$ cat config.mk
export PLATFORM = sky130hd
export DESIGN_NAME = uart_rx
export DESIGN_NICKNAME = d
export VERILOG_FILES = /design/src/rtl/uart_rx.sv
export SDC_FILE = /design/constraint.sdc
export NUM_CORES = 1
export LEC_CHECK = 0
export CORE_MARGIN = 8
export CORE_UTILIZATION = 38
export CTS_CLUSTER_DIAMETER = 40
export CTS_CLUSTER_SIZE = 12
export DETAILED_ROUTE_END_ITERATION = 16
export GPL_TIMING_DRIVEN = 0
export HOLD_SLACK_MARGIN = 0.02
export SYNTH_ARGS = -nofsm -noshare
export SYNTH_HDL_FRONTEND = slang
export SYNTH_SLANG_ARGS = --single-unit
$ cat constraint.sdc
create_clock -name clk_i -period 2.8 [get_ports clk_i]
set_clock_uncertainty 0.1 [all_clocks]
set_input_delay 0.56 -clock clk_i [delete_from_list [all_inputs] [get_ports clk_i]]
set_output_delay 0.56 -clock clk_i [all_outputs]
set_load 0.01 [all_outputs]
$ cat src/rtl/uart_rx.sv
// uart_rx: asynchronous 8N1 serial receiver with ready/valid byte output.
//
// The line is brought into the clock domain through two flops. A falling edge on the
// synchronised line starts a frame. The start bit is re-checked at mid-bit so that short
// glitches are rejected. Data bits are then sampled once per bit period, LSB first, and
// the stop bit is checked. A good frame is committed into a single output register that
// feeds the downstream skid buffer.
//
// Optional feature: define UART_RX_PARITY_EN to expect a parity bit between the last data
// bit and the stop bit. Without it the frame is plain 8N1 and parity_err_o is tied low.
//
// Parameters:
//   width_p       data bits per frame (>= 2)
//   prescale_p    clock cycles per bit period (>= 4)
//   parity_odd_p  1: odd parity, 0: even parity (parity builds only)
//
// Ports:
//   clk_i         system clock
//   reset_i       synchronous active-high reset
//   rx_i          raw asynchronous serial line, idles high
//   data_o        received byte
//   valid_o       data_o holds an unconsumed byte
//   ready_i       downstream accepts data_o this cycle
//   frame_err_o   one-cycle pulse: stop bit sampled low
//   overrun_o     one-cycle pulse: byte completed while output full and not draining
//   parity_err_o  one-cycle pulse: parity mismatch
module uart_rx #(
  parameter int unsigned width_p      = 8,
  parameter int unsigned prescale_p   = 217,
  parameter bit          parity_odd_p = 1'b0
) (
  input  logic               clk_i,
  input  logic               reset_i,
  input  logic               rx_i,
  output logic [width_p-1:0] data_o,
  output logic               valid_o,
  input  logic               ready_i,
  output logic               frame_err_o,
  output logic               overrun_o,
  output logic               parity_err_o
);

  localparam int unsigned TickW = $clog2(prescale_p);
  localparam int unsigned BitW  = $clog2(width_p + 1);

  localparam logic [TickW-1:0] TickLast = TickW'(prescale_p - 1);
  // Start bit is re-sampled half a bit period after the falling edge.
  localparam logic [TickW-1:0] HalfLast = TickW'(prescale_p / 2 - 1);
  localparam logic [BitW-1:0]  BitLast  = BitW'(width_p - 1);

  typedef enum logic [2:0] {
    StIdle,
    StStart,
    StData,
    StParity,
    StStop,
    StBreak
  } state_e;

  state_e             state_q;
  logic               rx_meta_q;
  logic               rx_sync_q;
  logic               rx_prev_q;
  logic [TickW-1:0]   tick_q;
  logic [BitW-1:0]    bit_q;
  logic [width_p-1:0] shift_q;
  logic [width_p-1:0] data_q;
  logic               valid_q;
  logic               frame_err_q;
  logic               overrun_q;
`ifdef UART_RX_PARITY_EN
  logic               parity_err_q;
  logic               par_bad_q;
`endif

  always_ff @(posedge clk_i) begin
    if (reset_i) begin
      rx_meta_q   <= 1'b1;
      rx_sync_q   <= 1'b1;
      rx_prev_q   <= 1'b1;
      state_q     <= StIdle;
      tick_q      <= '0;
      bit_q       <= '0;
      shift_q     <= '0;
      data_q      <= '0;
      valid_q     <= 1'b0;
      frame_err_q <= 1'b0;
      overrun_q   <= 1'b0;
`ifdef UART_RX_PARITY_EN
      parity_err_q <= 1'b0;
      par_bad_q    <= 1'b0;
`endif
    end else begin
      rx_meta_q   <= rx_i;
      rx_sync_q   <= rx_meta_q;
      rx_prev_q   <= rx_sync_q;
      frame_err_q <= 1'b0;
      overrun_q   <= 1'b0;
`ifdef UART_RX_PARITY_EN
      parity_err_q <= 1'b0;
`endif
      // Handshake drain; a commit later in this block may re-assert valid.
      if (valid_q && ready_i) begin
        valid_q <= 1'b0;
      end
      tick_q <= tick_q + 1'b1;

      unique case (state_q)
        StIdle: begin
          tick_q <= '0;
          bit_q  <= '0;
`ifdef UART_RX_PARITY_EN
          par_bad_q <= 1'b0;
`endif
          if (rx_prev_q && !rx_sync_q) begin
            state_q <= StStart;
          end
        end

        StStart: begin
          if (tick_q == HalfLast) begin
            tick_q  <= '0;
            // Line back high at mid start bit: treat as a glitch.
            state_q <= rx_sync_q ? StIdle : StData;
          end
        end

        StData: begin
          if (tick_q == TickLast) begin
            tick_q  <= '0;
            shift_q <= {rx_sync_q, shift_q[width_p-1:1]};
            bit_q   <= bit_q + 1'b1;
            if (bit_q == BitLast) begin
`ifdef UART_RX_PARITY_EN
              state_q <= StParity;
`else
              state_q <= StStop;
`endif
            end
          end
        end

`ifdef UART_RX_PARITY_EN
        StParity: begin
          if (tick_q == TickLast) begin
            tick_q    <= '0;
            par_bad_q <= rx_sync_q != ((^shift_q) ^ parity_odd_p);
            state_q   <= StStop;
          end
        end
`endif

        StStop: begin
          if (tick_q == TickLast) begin
            tick_q <= '0;
`ifdef UART_RX_PARITY_EN
            // A parity error takes precedence over a framing error.
            if (par_bad_q) begin
              parity_err_q <= 1'b1;
            end else if (!rx_sync_q) begin
              frame_err_q <= 1'b1;
            end else if (valid_q && !ready_i) begin
              overrun_q <= 1'b1;
            end else begin
              data_q  <= shift_q;
              valid_q <= 1'b1;
            end
`else
            if (!rx_sync_q) begin
              frame_err_q <= 1'b1;
            end else if (valid_q && !ready_i) begin
              overrun_q <= 1'b1;
            end else begin
              data_q  <= shift_q;
              valid_q <= 1'b1;
            end
`endif
            // A low stop bit may be a held break; wait for the line to rise first.
            state_q <= rx_sync_q ? StIdle : StBreak;
          end
        end

        StBreak: begin
          tick_q <= '0;
          if (rx_sync_q) begin
            state_q <= StIdle;
          end
        end

        default: begin
          tick_q  <= '0;
          state_q <= StIdle;
        end
      endcase
    end
  end

  assign data_o      = data_q;
  assign valid_o     = valid_q;
  assign frame_err_o = frame_err_q;
  assign overrun_o   = overrun_q;
`ifdef UART_RX_PARITY_EN
  assign parity_err_o = parity_err_q;
`else
  // No parity bit in the frame; parity_odd_p has no effect in this build.
  assign parity_err_o = parity_odd_p & 1'b0;
`endif

endmodule

* After elaboration in Yosys (flattened, before gate mapping) *
Cells that the tools add are included.

operators by class
  reductions and logical operators = 14
  equal/unequal tests = 13
  $add $sub $neg = 2
  mux-type cells = 21
  bitwise operators = 4

operator list
  operator             number
  $mux 3               7
  $mux 8               2
  $pmux 8 s2           1
  $pmux 3 s5           1
  $ne 2x2->1 const B   6
  $add 8x1->8 const B  1
  $eq 8x7->1 const B   1
  $eq 8x8->1 const B   1
  $pmux 4 s2           1
  $mux 1               7
  $eq 3x3->1 const B   2
  $reduce_and 6->1     1
  $add 4x1->4 const B  1
  $eq 4x3->1 const B   1
  $mux 4               1
  $not 1->1            4
  $reduce_and 2->1     2
  $reduce_and 4->1     1
  $reduce_or 4->1      1
  $eq 3x1->1 const B   1
  $eq 3x2->1 const B   1
  $logic_and 1x1->1    3
  $logic_not 3->1      1
  $reduce_or 3->1      1
  other kinds (4)      5

storage, ports and cells
  flip-flop bits (word level) = 37
  bits of input ports = 4
  output and inout port bits = 12
  word-level logic and storage cells = 65

* Longest topological paths before layout *
Gate-level depths: netlist of run 1.

  depth in word-level cells = 6
  mapped depth = 8

* Worst setup path before layout of run 1 *
No wires, ideal clock.

  path type = register to register
  from = register tick_q[0]
  to = register data_q[0] (netlist: data_o[0])
  stages on the path, launching flop included = 9
  library setup time = 0.128 ns
  data required time = 2.572 ns
  slack = 0.909 ns
  clock period less this slack = 1.891 ns
  data arrival time = 1.663 ns
  path through = dfxtp_1 inv_1 ha_1 nand4b_2 or4b_4 nor2b_2 buf_6 mux2i_1 nor2_1

on the way
  cells in the longest elaborated chain, start to end = 2

ends and longest elaborated chain
  element                            RTL line  text
  start: declaration                 64        logic [TickW-1:0] tick_q;
  start signal: assignment           106       tick_q <= tick_q + 1'b1;
  $eq 8x8->1                         154       if (tick_q == TickLast) begin
  $reduce_and 4->1 (no source line)  -
  end signal: assignment             174       data_q <= shift_q;
  end: declaration                   67        logic [width_p-1:0] data_q;

Every way passes these cells.
A chain may end at the register's enable or synchronous reset.

* Final worst setup path of run 1 *
  from = register tick_q[0]
  to = register data_q[5] (netlist: data_o[5])

The elaborated chain is that of the path after synthesis.

==> summary.md, run 1 <==
| Metric | Value |
|---|---|
| Num CTS Buffers | 5 |
| Number of DRC markers in iteration 0 | 104 |
| Dpl hpwl | 2120 µm |
| Largest net degree at the start of global routing | 14 |
| Final setup viols | 0 |
| Post-synthesis cell type count | 37 |
| Routed wire length | 2873 µm |
| Antenna violations before repair | 0 |
| Crit path launch type | flop |
| Vias per cell | 4.895 |
| Async SR Flop Fraction | 0% |
| Final Slew Violations | 0 |
| Nets@finish | 193 |
| Skew-Pair Late Insertion Delay | 0.28 ns |
| First-pass GRT wire length | 4981 µm |
| Hold WS | 0.3094 ns |
| Cts hold-fix bufs | 0 |
| Slowest CP cell | or4b_4 |
| Ratio of cells with drive above 1 in the final layout | 11.76% |
| Net Count, Synth | 172 |
| Post-CTS setup buffer count | 0 |
| Post-CTS sizing | 0 |
| Core Util, Final | 47.48% |
| Crit end category | flop |
| Worst Hold Class | flop to flop |
| Ys flop type | dfxtp_1 |
| Worst setup slack after layout | 0.7584 ns |
| Max clock buf depth | 2 |
| Largest area contributor in the netlist | dfxtp_1 |
| Clock Tree Root | clkbuf_8 |
| Area growth from synthesis to layout | 20.09% |
| Synth Warn # | 0 |
| Final Cycle Share | 72.92% |
| Sink Count | 37 |
| Synth top area share | 46.84% |
| ANT nets after route | 0 |
| Sequential share of the synthesized area | 46.84% |
| Initial Utilization | 39.54% |
| Setup WS pre-CTS | 0.6491 ns |
| Die X | 80.51 µm |
| GPL Wtd Cong | 0.8013 |
| Number of synthesized flops with an enable pin | 0 |
| Port buffer count | 14 |
| Status | finished, final reports clean |
| CP Cell Sequence | inv_1 > ha_1 > nand4b_2 > or4b_4 > nor2b_2 > buf_6 > mux2i_1 > nor2_1 |
| # fillers | 381 |
| Die Height | 80.51 µm |
| Worst vdd ir | 0.0003324 V |
| Top-count cell post-synth | dfxtp_1 |
| Max Cap Viol | 0 |
| # diodes | 0 |
| Core area | 4000 µm² |
| Critical Path RT | 2.86 ns |
| Post-route DRC | 0 |
| Pre-antenna DRT Iters | 4 |
| Crit path DAT | 2.10 ns |
| Synthesized cell area | 1582 µm² |
| Syn Inst Count | 165 |
| Die ar. | 6482 µm² |
| Delay of the slowest cell on the worst path | 0.55 ns |
| GRT Overall Usage | 9.832% |
| Tmin final | 2.042 ns |
| Leakage | 0.7606 nW |
| Power per cell area | 600.3 nW/µm² |
| Number of global-route vias before repair | 1123 |
| Crit Path Class | flop to flop |
| H-tree levels | 2 |
| Register bit total from synthesis | 37 |
| Worst-path clk slew | 0.07 ns |
| Post-Route Setup TNS | 0 ns |
| Tot Pwr | 0.001140 W |
| IO Count | 16 |
| Fin. Hold Viols | 0 |
| Unrepaired setup endpoints after global routing | no |
| Mean Syn Cell Area | 9.585 µm² |
| Critical path peak fanout | 8 |
| Row cnt | 23 |
| FMAX | 489.8 MHz |
| Top post-synthesis cells by count | dfxtp_1, nor2_1, mux2i_1 |
| Wire per inst | 12.12 µm |
| Top post-synthesis cells by area | dfxtp_1, mux2i_1, nor2_1, xnor2_1, xor2_1 |
| Grt ovf | 0 |
| DR vias | 1160 |
| CTS tree | done |
## sequential cells by signal, summed over array words and instances (netlist names)
name         cells
valid_o          1
state_q          3
overrun_o        1
frame_err_o      1
bit_q            4
tick_q           8
data_o           8
rx_prev_q        1
rx_meta_q        1
shift_q          8
rx_sync_q        1
## worst paths after layout
kind,slack (ns),cells after the start,from,to
worst max register to register,0.76,8,tick_q[0],data_o[5]
worst min register to register,0.31,1,rx_meta_q,rx_sync_q
worst min-delay path,0.31,1,rx_meta_q,rx_sync_q
worst max-delay path,0.76,8,tick_q[0],data_o[5]
## routing by layer
metal,GRT usage (%),vias to the layer above,wire (µm)
met1,10.46,534,1302
met3,5.246,6,196
met4,4.727,0,47
met2,15.56,19,1327
met5,0,-,0
li1,-,601,-
## metrics by stage
| step | cells | area (µm²) |
|---|---|---|
| finish | 237 | 1899 |
| floorplan | 165 | 1582 |
| detailed placement | 229 | 1784 |
| CTS | 237 | 1899 |
| global placement | 229 | 1784 |
| global route | 237 | 1899 |
## area by class of cell
class / count / area (µm²) / area share (%)
buffer: 10 / 51.30 / 2.701
clock buffer: 5 / 68.82 / 3.623
clock inverter: 3 / 46.29 / 2.437
inverter: 5 / 18.77 / 0.9881
multi-input combinational: 113 / 770.7 / 40.58
sequential: 37 / 740.7 / 39.00
tap: 50 / 62.56 / 3.294
timing repair buffer: 14 / 140.1 / 7.378
## cells by family after synthesis
group                      Yosys count  synth area share [%]
AOI/OAI and AO/OA                   15                 6.329
xor gates and xnor gates            10                 5.538
adders and majority gates            3                 2.374
buffers and inverters               15                 4.431
DFF                                 37                 46.84
muxes                               19                 12.18
other                                1                0.2371
and+or+nand+nor                     65                 22.07
## placed cells by master, fill, tap and decap left out, types with 3 or more instances in the layout
cell type,netlist,routed
nor3_1,4,4
nor3b_1,3,3
nand3_1,6,6
o21ai_0,4,4
dfxtp_1,37,37
clkbuf_1,6,6
xnor2_1,5,5
clkdlybuf4s50_1,0,14
clkbuf_8,0,5
mux2i_1,17,17
or2_2,3,3
nand2_1,3,3
nor2_1,32,32
xor2_1,5,5
inv_1,5,5
ha_1,3,3
a21oi_1,3,3
## critical path: cells and delay by family (launching register included)
family	cells	cell delay [ns]
flops	1	0.33
fa+ha+maj	1	0.16
mux	1	0.19
buf+inv	2	0.24
simple gates	4	0.91
## where the power goes
| group | switching, W | internal (W) | total [W] |
|---|---|---|---|
| Clock | 0.000195 | 0.000266 | 0.000461 |
| Combinational | 0.0000723 | 0.0000570 | 0.000129 |
| Sequential | 0.0000118 | 0.000538 | 0.000550 |
| Total | 0.000279 | 0.000861 | 0.00114 |
(Power assumes the default switching activity.)
==> run 2, diff against run 1 <==
==> constraint.sdc (replaced) <==
create_clock -name clk_i -period 1.65 [get_ports clk_i]
set_clock_uncertainty 0.1 [all_clocks]
set_input_delay 0.33 -clock clk_i [delete_from_list [all_inputs] [get_ports clk_i]]
set_output_delay 0.33 -clock clk_i [all_outputs]
set_load 0.01 [all_outputs]
==> run 2 against run 1 <==
  * The run now ends with negative setup slack left
  * Flip-flop and latch count unchanged
  * Global-route usage grew 1.0 points
  * Count of clock-buffer cells in the layout did not move
  * Largest power group unchanged
  * Sequential power up 70%
  * Core utilization up 5.4 points
==> summary.md, run 2 (synthesis gave the netlist of run 1 again) <==
| Metric | Value |
|---|---|
| Status | finished with violations |
| Violated checks | negative setup slack |
| RR Endpoint | state_q[2] |
| Area after DPL | 1810 µm² |
| Most frequent cells in the layout | dfxtp_1, nor2_1, mux2i_1 |
| CP Launch Point | tick_q[1] |
| Post-Route Setup TNS | -4.411 ns |
| Worst Hold Class | flop to flop |
| Commonest non-fill, non-tap cell in the layout | dfxtp_1 |
| Die Height | 80.51 µm |
| Final Non-Filler Cells | 247 |
| Core area | 4000 µm² |
| Leakage | 0.8744 nW |
| Wire per inst | 14.00 µm |
| Post-Place Cells | 229 |
| R2R depth | 9 |
| Number of DRC markers in iteration 0 | 95 |
| DR vias | 1239 |
| Critical path peak fanout | 3 |
| Setup WS pre-CTS | -0.3508 ns |
| Grt ovf | 0 |
| Layout Cell Area excl Fill | 2116 µm² |
| Die ar. | 6482 µm² |
| Final setup viols | 33 |
| Initial Utilization | 39.54% |
| Worst-path clk slew | 0.07 ns |
| IO Count | 16 |
| Max clock buf depth | 2 |
| Tmin final | 1.939 ns |
| Routed wire length | 3458 µm |
| Critical Path RT | 1.73 ns |
| Crit path launch type | flop |
| R2r startpoint | tick_q[1] |
| Ratio of cells with drive above 1 in the final layout | 26.90% |
| First-pass GRT wire length | 5457 µm |
| Final Slew Violations | 0 |
| Clock Tree Root | clkbuf_8 |
| Max Cap Viol | 0 |
| Nets@finish | 203 |
| Crit Path Class | flop to flop |
| Skew-Pair Late Insertion Delay | 0.29 ns |
| Crit path to | state_q[2] |
| Crit path DAT | 2.02 ns |
| # diodes | 0 |
| Antenna violations before repair | 0 |
| Worst setup slack after layout | -0.2888 ns |
| Fin. Hold Viols | 0 |
| Sink Count | 37 |
| Hold WS | 0.3114 ns |
| H-tree levels | 2 |
| Num CTS Buffers | 5 |
| Number of global-route vias before repair | 1237 |
| Final Cycle Share | 117.5% |
| Port buffer count | 14 |
| CTS tree | done |
| Worst vdd ir | 0.0006211 V |
| Unrepaired setup endpoints after global routing | yes |
| GPL Wtd Cong | 0.7711 |
| Dpl hpwl | 2194 µm |
| Vias per cell | 5.016 |
| Row cnt | 23 |
| Die X | 80.51 µm |
| Crit end category | flop |
| ANT nets after route | 0 |
| FMAX | 515.8 MHz |
| Post-route DRC | 0 |
| Largest net degree at the start of global routing | 13 |
| Pre-antenna DRT Iters | 4 |
| Reg2reg setup slack | -0.29 ns |
| Power per cell area | 895.8 nW/µm² |
| GRT Overall Usage | 10.86% |
| Area growth from synthesis to layout | 33.78% |
run 2: changes by cell type in the layout (fill, tap and decap cells not counted), sizes merged:
| cell | delta |
|---|---|
| buf | +10 |
| clkinv | +1 |
| bufinv | -1 |
run 2: critical path, stage by stage, from the launching register on:
cell      delay, ns
dfxtp_2        0.33
inv_2          0.07
ha_4           0.14
nand4b_4       0.10
buf_4          0.15
buf_6          0.11
o211ai_1       0.21
o21ai_2        0.11
nor2_4         0.18
mux2_4         0.32
run 2: routing by layer:
layer | global-route usage [%] | vias to the layer above | part of all wire (%)
met5 | 0 | - | 0
met4 | 8.182 | 0 | 3.4
met3 | 4.241 | 11 | 5.9
met2 | 16.92 | 39 | 46
met1 | 11.62 | 571 | 44
li1 | - | 618 | -
run 2: worst min-delay path by stage:
stage / startpoint / depth (start not counted) / endpoint / slack [ns]
global placement: rx_meta_q / 1 / rx_sync_q / 0.29
finish: rx_meta_q / 1 / rx_sync_q / 0.31
CTS: rx_meta_q / 1 / rx_sync_q / 0.32
detailed placement: rx_meta_q / 1 / rx_sync_q / 0.30
floorplan: rx_meta_q / 1 / rx_sync_q / 0.29
global route: rx_meta_q / 1 / rx_sync_q / 0.34
run 2: area by class of cell:
type / count / area [µm²]
fill: 347 / 1884
timing repair buffer: 25 / 255.2
buffer: 9 / 67.56
clock inverter: 3 / 17.52
inverter: 5 / 18.77
multi-input combinational: 113 / 882.1
tap: 50 / 62.56
sequential: 37 / 743.2
clock buffer: 5 / 68.82
run 2: where the power goes:
group	switching, W	internal, W
combinational	0.000187	0.000160
clock	0.000323	0.000291
sequential	0.0000207	0.000914
run 2: timing repair:
item / 4_1_cts / 5_1_grt
hold buffers: 0 / 0
buffers inserted: 6 / 4
resized for setup: 16 / 17
endpoints found under the setup margin: 31 / 33
gates cloned: 0 / 1
pin swaps: 6 / 9
run 2: through the flow:
| stage | power [W] | util (%) |
|---|---|---|
| 6_report | 0.001895 | 52.89 |
| 3_3_place_gp | 0.001186 | 45.26 |
| 3_5_place_dp | 0.001195 | 45.26 |
| 2_1_floorplan | 0.001140 | - |
| 4_1_cts | 0.001862 | 49.80 |
| 5_1_grt | 0.001980 | 52.89 |
==> run 3, diff against run 2 <==
--- a/config.mk
+++ b/config.mk
@@ -12,6 +12,7 @@
 export DETAILED_ROUTE_END_ITERATION = 16
 export GPL_TIMING_DRIVEN = 0
 export HOLD_SLACK_MARGIN = 0.02
+export RECOVER_POWER = 50
 export SYNTH_ARGS = -nofsm -noshare
 export SYNTH_HDL_FRONTEND = slang
 export SYNTH_SLANG_ARGS = --single-unit
==> run 3 against run 2 <==
  * The run still ends with negative setup slack left
  * Clock power is essentially flat
  * Register-to-register slack is essentially flat
  * Sequential power is essentially flat
  * Critical path depth is the same
  * Sequential share of layout area is the same
  * Flip-flop and latch count is the same
  * Design area is the same
  * Non-clock buffer count is the same
  * Fmax is the same
  * Critical endpoint unchanged
  * Largest cell class unchanged
==> summary.md, run 3 (synthesis gave the netlist of run 1 again) <==
| Metric | Value |
|---|---|
| Critical Path RT | 1.73 ns |
| Skew-Pair Late Insertion Delay | 0.29 ns |
| Ratio of cells with drive above 1 in the final layout | 26.90% |
| Final Slew Violations | 0 |
| Clock Tree Root | clkbuf_8 |
| Antenna violations before repair | 0 |
| Worst vdd ir | 0.0006210 V |
| Routed wire length | 3458 µm |
| DR vias | 1239 |
| Die Height | 80.51 µm |
| Nets@finish | 203 |
| Crit end category | flop |
| Setup WS pre-CTS | -0.3508 ns |
| Most frequent cells in the layout | dfxtp_1, nor2_1, mux2i_1 |
| # diodes | 0 |
| Die ar. | 6482 µm² |
| Dpl hpwl | 2194 µm |
| Leakage | 0.8747 nW |
| Grt ovf | 0 |
| Final Cycle Share | 117.5% |
| Number of DRC markers in iteration 0 | 95 |
| Sink Count | 37 |
| Status | finished with violations |
| Int Pwr | 0.001365 W |
| Port buffer count | 14 |
| Violated checks | negative setup slack |
| IO Count | 16 |
| Core Util, Final | 52.89% |
| Delay of the slowest cell on the worst path | 0.33 ns |
| Largest net degree at the start of global routing | 13 |
| Die X | 80.51 µm |
| Gate power share | 18.3% |
| Vias per cell | 5.016 |
| Clk pwr share | 32.4% |
| Max Cap Viol | 0 |
| Initial Utilization | 39.54% |
| Sequential Power Share | 49.3% |
| Sw Ratio | 27.98% |
| Tmin final | 1.939 ns |
| Row cnt | 23 |
| Max clock buf depth | 2 |
| Commonest non-fill, non-tap cell in the layout | dfxtp_1 |
| Unrepaired setup endpoints after global routing | yes |
| Number of global-route vias before repair | 1237 |
| GRT Overall Usage | 10.86% |
| Crit path DAT | 2.02 ns |
| Core area | 4000 µm² |
| Wire per inst | 14.00 µm |
| CP Cell Sequence | inv_2 > ha_4 > nand4b_4 > buf_4 > buf_6 > o211ai_1 > o21ai_2 > nor2_4 > mux2_4 |
| Crit path launch type | flop |
| Final setup viols | 34 |
| Cts hold-fix bufs | 0 |
| Post-route DRC | 0 |
| GPL Wtd Cong | 0.7711 |
| Worst Hold Class | flop to flop |
| ANT nets after route | 0 |
| Num CTS Buffers | 5 |
| Pre-antenna DRT Iters | 4 |
| Area growth from synthesis to layout | 33.78% |
| Worst setup slack after layout | -0.2888 ns |
| First-pass GRT wire length | 5457 µm |
| H-tree levels | 2 |
| FMAX | 515.8 MHz |
| Worst-path clk slew | 0.07 ns |
| Power per cell area | 895.6 nW/µm² |
| Fin. Hold Viols | 0 |
| Critical path peak fanout | 3 |
| Crit Path Class | flop to flop |
| CTS tree | done |
| Slowest CP cell | dfxtp_2 |
| Net Switching | 0.0005301 W |
## run 3: area by class of cell
| cell class | count | area [µm²] |
|---|---|---|
| inverters | 5 | 18.77 |
| clock buffers | 5 | 68.82 |
| flip-flops and latches | 37 | 743.2 |
| plain buffers | 9 | 67.56 |
| fillers | 347 | 1884 |
| repair buffers | 25 | 255.2 |
| well taps | 50 | 62.56 |
| multi-input cells | 113 | 882.1 |
| clock inverters | 3 | 17.52 |
## run 3: routing by layer
metal / up-vias / part of all wire (%) / wire [µm] / track usage [%]
li1: 618 / - / - / -
met1: 571 / 44 / 1534 / 11.62
met2: 39 / 46 / 1601 / 16.92
met3: 11 / 5.9 / 205 / 4.241
met4: 0 / 3.4 / 117 / 8.182
met5: - / 0 / 0 / 0
## run 3: final timing paths
kind	cells past startpoint	startpoint	slack, ns	end
setup / recovery	9	tick_q[1]	-0.29	state_q[2]
hold reg to reg	1	rx_meta_q	0.31	rx_sync_q
setup reg to reg	9	tick_q[1]	-0.29	state_q[2]
hold / removal	1	rx_meta_q	0.31	rx_sync_q
## run 3: repair_timing
item                                    CTS  global route
endpoints found under the setup margin   31            33
cloned                                    0             1
pin swaps                                 6             9
buffers inserted                          6             4
resized for setup                        16            17
## run 3: worst max-delay path, delay by kind of cell, from the launching register on
| kind | cells | cell delay [ns] |
|---|---|---|
| fa+ha+maj | 1 | 0.14 |
| mux | 1 | 0.32 |
| simple gates | 2 | 0.28 |
| compound gates | 2 | 0.32 |
| buf+inv | 3 | 0.33 |
| flops | 1 | 0.33 |
## run 3: power by group through the flow
stage / sequential (W) / clock [W] / combinational (W)
global route: 0.000938 / 0.000667 / 0.000375
global placement: 0.000955 / 0 / 0.000231
detailed placement: 0.000956 / 0 / 0.000238
CTS: 0.000932 / 0.000633 / 0.000297
finish: 0.000935 / 0.000614 / 0.000346
floorplan: 0.000951 / 0 / 0.000189
## run 3: per-stage QoR
step	instances	setup TNS (ns)	hold WS [ns]	area, µm²	total power, W
after floorplan	165	-1.598	0.2895	1608	0.001140
after global placement	229	-6.624	0.2947	1810	0.001186
after detailed placement	229	-7.957	0.2971	1810	0.001195
after CTS	242	-2.975	0.3189	1992	0.001862
after global routing	247	-7.408	0.3419	2116	0.001979
final	247	-4.411	0.3114	2116	0.001895
